<file path="config.mk">
export PLATFORM = sky130hd
export DESIGN_NAME = uart_jtag_bitbang
export DESIGN_NICKNAME = d
export VERILOG_FILES = /design/src/rtl/uart_jtag_bitbang_pkg.sv /design/src/rtl/uart_jtag_bitbang_sync_1bit.sv /design/src/rtl/uart_jtag_bitbang.sv
export SDC_FILE = /design/constraint.sdc
export NUM_CORES = 1
export LEC_CHECK = 0
export ABC_AREA = 1
export BUFFER_PORTS_ARGS = -buffer_cell sky130_fd_sc_hd__buf_2
export CAP_MARGIN = 20
export CORE_AREA = 2 2 43 45
export DETAILED_ROUTE_END_ITERATION = 10
export DIE_AREA = 0 0 45 47
export HOLD_SLACK_MARGIN = 0.08
export PLACE_DENSITY = 0.89
export SYNTH_ARGS = -nofsm -noshare
export SYNTH_HDL_FRONTEND = slang
export SYNTH_SLANG_ARGS = --single-unit
</file>
<file path="constraint.sdc">
create_clock -name clk -period 1.95 [get_ports clk]
set_clock_uncertainty 0.2 [all_clocks]
set_input_delay 0.2925 -clock clk [delete_from_list [all_inputs] [get_ports clk]]
set_output_delay 0.2925 -clock clk [all_outputs]
set_load 0.1 [all_outputs]
</file>
<file path="src/rtl/uart_jtag_bitbang_pkg.sv">
// uart_jtag_bitbang_pkg: remote-bitbang command bytes, response bytes and FSM encoding
package uart_jtag_bitbang_pkg;
  localparam logic [7:0] CMD_WR_BASE  = 8'h30;
  localparam logic [7:0] CMD_READ     = 8'h52;
  localparam logic [7:0] CMD_RST_BASE = 8'h72;
  localparam logic [7:0] CMD_LED_ON   = 8'h42;
  localparam logic [7:0] CMD_LED_OFF  = 8'h62;
  localparam logic [7:0] RESP_0       = 8'h30;
  localparam logic [7:0] RESP_1       = 8'h31;
  typedef enum logic [1:0] {S_IDLE, S_HOLD, S_RESP} state_t;
endpackage

</file>
<file path="src/rtl/uart_jtag_bitbang_sync_1bit.sv">
// sync_1bit: STAGES-deep flop chain bringing an asynchronous bit into the clk domain
module sync_1bit #(
  parameter int STAGES = 2
) (
  input  logic clk,
  input  logic rst,
  input  logic i_d,
  output logic o_q
);
  logic [STAGES-1:0] r_chain;
  always_ff @(posedge clk) begin
    if (rst) r_chain <= '0;
    else     r_chain <= {r_chain[STAGES-2:0], i_d};
  end
  assign o_q = r_chain[STAGES-1];
endmodule

</file>
<file path="src/rtl/uart_jtag_bitbang.sv">
// uart_jtag_bitbang: decodes remote-bitbang command bytes into JTAG pin writes and tdo reads
module uart_jtag_bitbang
  import uart_jtag_bitbang_pkg::*;
#(
  parameter int HOLD_CYCLES = 4,
  parameter int SYNC_STAGES = 2
) (
  input  logic       clk,
  input  logic       rst,
  input  logic [7:0] rx_data,
  input  logic       rx_valid,
  output logic       rx_ready,
  output logic [7:0] tx_data,
  output logic       tx_valid,
  input  logic       tx_ready,
  output logic       tck,
  output logic       tms,
  output logic       tdi,
  input  logic       tdo,
  output logic       trst_n,
  output logic       srst_n,
  output logic       led
);
  localparam int CW = HOLD_CYCLES > 1 ? $clog2(HOLD_CYCLES) : 1;
  localparam logic [CW-1:0] HOLD_INIT = CW'(HOLD_CYCLES > 0 ? HOLD_CYCLES - 1 : 0);
  state_t r_state, w_next;
  logic [CW-1:0] r_cnt;
  logic [7:0] r_tx_data;
  logic r_tx_valid, r_tck, r_tms, r_tdi, r_trst_n, r_srst_n, r_led;
  logic w_tdo, w_acc, w_wr, w_rd, w_rc;
  logic [1:0] w_ridx;
  sync_1bit #(.STAGES(SYNC_STAGES)) u_sync (.clk(clk), .rst(rst), .i_d(tdo), .o_q(w_tdo));
  assign rx_ready = r_state == S_IDLE && !rst;
  assign w_acc    = rx_valid && rx_ready;
  assign w_wr     = rx_data[7:3] == CMD_WR_BASE[7:3];
  assign w_rd     = rx_data == CMD_READ;
  assign w_rc     = rx_data >= CMD_RST_BASE && rx_data <= CMD_RST_BASE + 8'd3;
  assign w_ridx   = 2'(rx_data - CMD_RST_BASE);
  always_ff @(posedge clk) begin
    if (rst) r_state <= S_IDLE;
    else     r_state <= w_next;
  end
  always_comb begin
    w_next = S_IDLE;
    case (r_state)
      S_IDLE:  w_next = !w_acc ? S_IDLE : w_rd ? S_RESP : (w_wr && HOLD_CYCLES != 0) ? S_HOLD : S_IDLE;
      S_HOLD:  w_next = r_cnt == '0 ? S_IDLE : S_HOLD;
      S_RESP:  w_next = tx_ready ? S_IDLE : S_RESP;
      default: w_next = S_IDLE;
    endcase
  end
  // Pins and the response are registered; they only move on an accepted command or reset.
  always_ff @(posedge clk) begin
    if (rst) begin
      {r_tck, r_tms, r_tdi} <= 3'b010;
      {r_trst_n, r_srst_n}  <= 2'b11;
      r_led      <= 1'b0;
      r_tx_valid <= 1'b0;
      r_tx_data  <= '0;
      r_cnt      <= '0;
    end else begin
      if (w_acc && w_wr) {r_tck, r_tms, r_tdi} <= rx_data[2:0];
      if (w_acc && w_rc) {r_trst_n, r_srst_n} <= ~w_ridx;
      if (w_acc && rx_data == CMD_LED_ON) r_led <= 1'b1;
      if (w_acc && rx_data == CMD_LED_OFF) r_led <= 1'b0;
      if (w_acc && w_rd) begin
        r_tx_valid <= 1'b1;
        r_tx_data  <= w_tdo ? RESP_1 : RESP_0;
      end else if (r_tx_valid && tx_ready) begin
        r_tx_valid <= 1'b0;
      end
      r_cnt <= r_state == S_HOLD ? r_cnt - CW'(1) : HOLD_INIT;
    end
  end
  assign {tck, tms, tdi}  = {r_tck, r_tms, r_tdi};
  assign {trst_n, srst_n} = {r_trst_n, r_srst_n};
  assign led      = r_led;
  assign tx_valid = r_tx_valid;
  assign tx_data  = r_tx_data;
endmodule

</file>
==> impl_metrics.toml <==
[place]
routabilityCongestion = 0.7284
portBuffers = 23
place_inst = 153
hpwlAfterDp_microns = 1143

[global_route]
gr-total-overflow = 0
grt_pass1_vias = 647
antenna_found_initial = 0
track_usage = 0.1581
grt_max_degree = 12
grt_pass1_wl_microns = 2449

[synthesis]
netlist_area_sq_um = 808.3
avgSynthCellArea_sq_um = 6.968
syn-instance-count = 116
yosysWarningCount = 0
ys_types = 20
ys_seq_area_frac = 0.3715
ys_ff_latch = 15

[sta]
setup_viol = 0
max_freq_mhz = 612.4
holdWs_ns = 0.08512
report.final.slew_viol_count = 0
rsz0062_at_grt = "false"
hold_violations = 0
min_period_over_period = 0.8374
fin_tns_setup_ns = 0
period_needed_ns = 1.633

[clock_tree]
cts_root_buf = "clkbuf_4"
numCtsBuffers = 3
cts_sinks = 15
clockBufferDepth = 2
path_clk_slew_ns = 0.10
cts_tree = "built"
cts_resized = 0
clock_latency_ns = 0.29
ctsHtreeMaxLevel = 1

[pwr]
power_frac_seq = 0.500
peakVddDrop_uv = 377.7
comb_power_share = 0.206
p_int_uw = 420.7
fin_total_pwr_uw = 626.8
power.share.clock = 0.294
power_density_mw_per_mm2 = 631.0
switching_power_uw = 206.1
p_sw_frac = 0.3288
power_leakage_uw = 0.0005354

[setup_path]
cp.required_ns = 1.46
end_kind = "primary output"
critPathKind = "flop to primary output"
crit_path_start_kind = "flop"
cp_slowest_stage_delay_ns = 0.37
crit_slowest_cell = "dfxtp_1"
arrival_ns = 1.14
critPathMaxFanout = 5
crit_family = "flip-flops"
critPathBufInv = 2
cp_cell_sequence = "nor2_4 -> nand2_1 -> inv_1 -> buf_12"

[drt]
drt_iter0_drc = 14
wl_microns = 1526
vias = 750
drt-pass1-iter-count = 4
ant_nets = 0
route.detailed.drc = 0
via_per_inst = 4.630
avgRoutedWirePerCell_microns = 9.420

[finish]
multiInputGateArea_sq_um = 382.9
nFillCells = 141
nNetsFinal = 160
area_growth_syn_to_layout_pct = 22.91
drive_gt1_frac = 0.2759
layoutNonFillerInstCount = 162
n_antenna_cell = 0
seq_area_sq_um = 300.3

[job]
cap_violations = 0

[floorplan]
fp.dieH_microns = 47
row_count = 15
die_area_sq_mm = 0.002115
initial_core_util = 0.4894
core_area_sq_mm = 0.001652
pin_count = 29
chipWidth_microns = 45

[min_path]
hold_class = "input port to flop"

[run_status]
status = "finished clean"
## flip-flops by register name, indices dropped and copies added, names as in the netlist
register and flops:
r_state 2, tdi 1, tms 1, u_sync.r_chain 2
led 1, trst_n 1, srst_n 1, tx_data 2
tx_valid 1, r_cnt 2, tck 1
## cells by family after synthesis
logic type	Yosys count	synth area share
simple gates	68	0.4164
buf+inv	28	0.1734
flops	15	0.3715
compound gates	3	0.01857
fa+ha+maj	1	0.01548
other cells	1	0.004640
## layer usage
metal,part of all wire,global-route usage,routed length [microns]
met1,0.43,0.1761,649
met2,0.50,0.2943,758
met3,0.061,0.02692,93
met4,0.016,0.07059,24
met5,0,0,0
## power by group through the flow
stage | clock [uW] | combinational (uW) | sequential (uW)
6_report | 184 | 129 | 313
5_1_grt | 201 | 139 | 314
4_1_cts | 187 | 129 | 313
3_5_place_dp | 0 | 120 | 320
3_3_place_gp | 0 | 119 | 320
2_1_floorplan | 0 | 96.1 | 325
## worst paths after layout
path	start	endpoint	slack [ns]	cells past startpoint
worst max-delay path	r_state[0]	rx_ready	0.32	4
worst min register to register	u_sync.r_chain[0]	u_sync.r_chain[1]	0.21	2
worst max register to register	r_state[0]	srst_n	0.67	6
worst min-delay path	rx_data[2]	tck	0.09	3
## stage by stage
step	util	worst slack [ns]	instance area [sq um]
6_report	0.6015	0.3171	993.5
4_1_cts	0.6015	0.3206	993.5
3_5_place_dp	0.5545	0.4869	915.9
5_1_grt	0.6015	0.2661	993.5
2_1_floorplan	-	0.08371	823.3
3_3_place_gp	0.5545	0.5099	915.9
## final cells by class
class                      instances  area share
multi-input combinational         77      0.3854
timing repair buffer              28      0.1814
clock inverter                     1    0.005038
clock buffer                       3     0.02267
tap                               17     0.02141
inverter                          21     0.08186
sequential                        15      0.3023
## worst register-to-register path: stages (launching register included)
cell	delay, ns
dfxtp_1	0.37
nor2_4	0.13
nand3_4	0.12
nor2_2	0.14
nand2_1	0.08
nand2_1	0.06
nand3_1	0.06
## layout by cell type, fill, tap and decap left out, drive strengths merged
master / n
dlygate4sd3: 5
nor3: 1
inv: 21
nor2: 25
conb: 5
dfxtp: 15
nand3b: 1
buf: 23
nand2: 27
a21oi: 3
nand3: 13
or2: 1
ha: 1
clkinv: 1
clkbuf: 3
## cells in the mapped netlist
| cell type | count | share of area |
|---|---|---|
| nand2_1 | 25 | 0.12 |
| inv_4 | 1 | 0.0077 |
| conb_1 | 1 | 0.0046 |
| a21oi_1 | 3 | 0.019 |
| nand2_2 | 1 | 0.0077 |
| nor2_1 | 17 | 0.079 |
| nand3_1 | 12 | 0.074 |
| nor2_2 | 5 | 0.039 |
| nor3_1 | 1 | 0.0062 |
| nand2_4 | 1 | 0.014 |
| dfxtp_1 | 15 | 0.37 |
| or2_1 | 1 | 0.0077 |
| buf_4 | 6 | 0.056 |
| nand3b_1 | 1 | 0.0093 |
| nand3_4 | 1 | 0.022 |
| clkbuf_8 | 1 | 0.017 |
| inv_2 | 1 | 0.0046 |
| inv_1 | 19 | 0.088 |
| ha_1 | 1 | 0.015 |
| nor2_4 | 3 | 0.042 |
## what timing repair did
action / 4_1_cts / 5_1_grt
buffers inserted: 0 / 0
hold endpoints to repair: 7 / 0
endpoints found under the setup margin: 0 / 0
hold buffers: 5 / 0
Note: power is estimated with default switching activity, not from simulation.
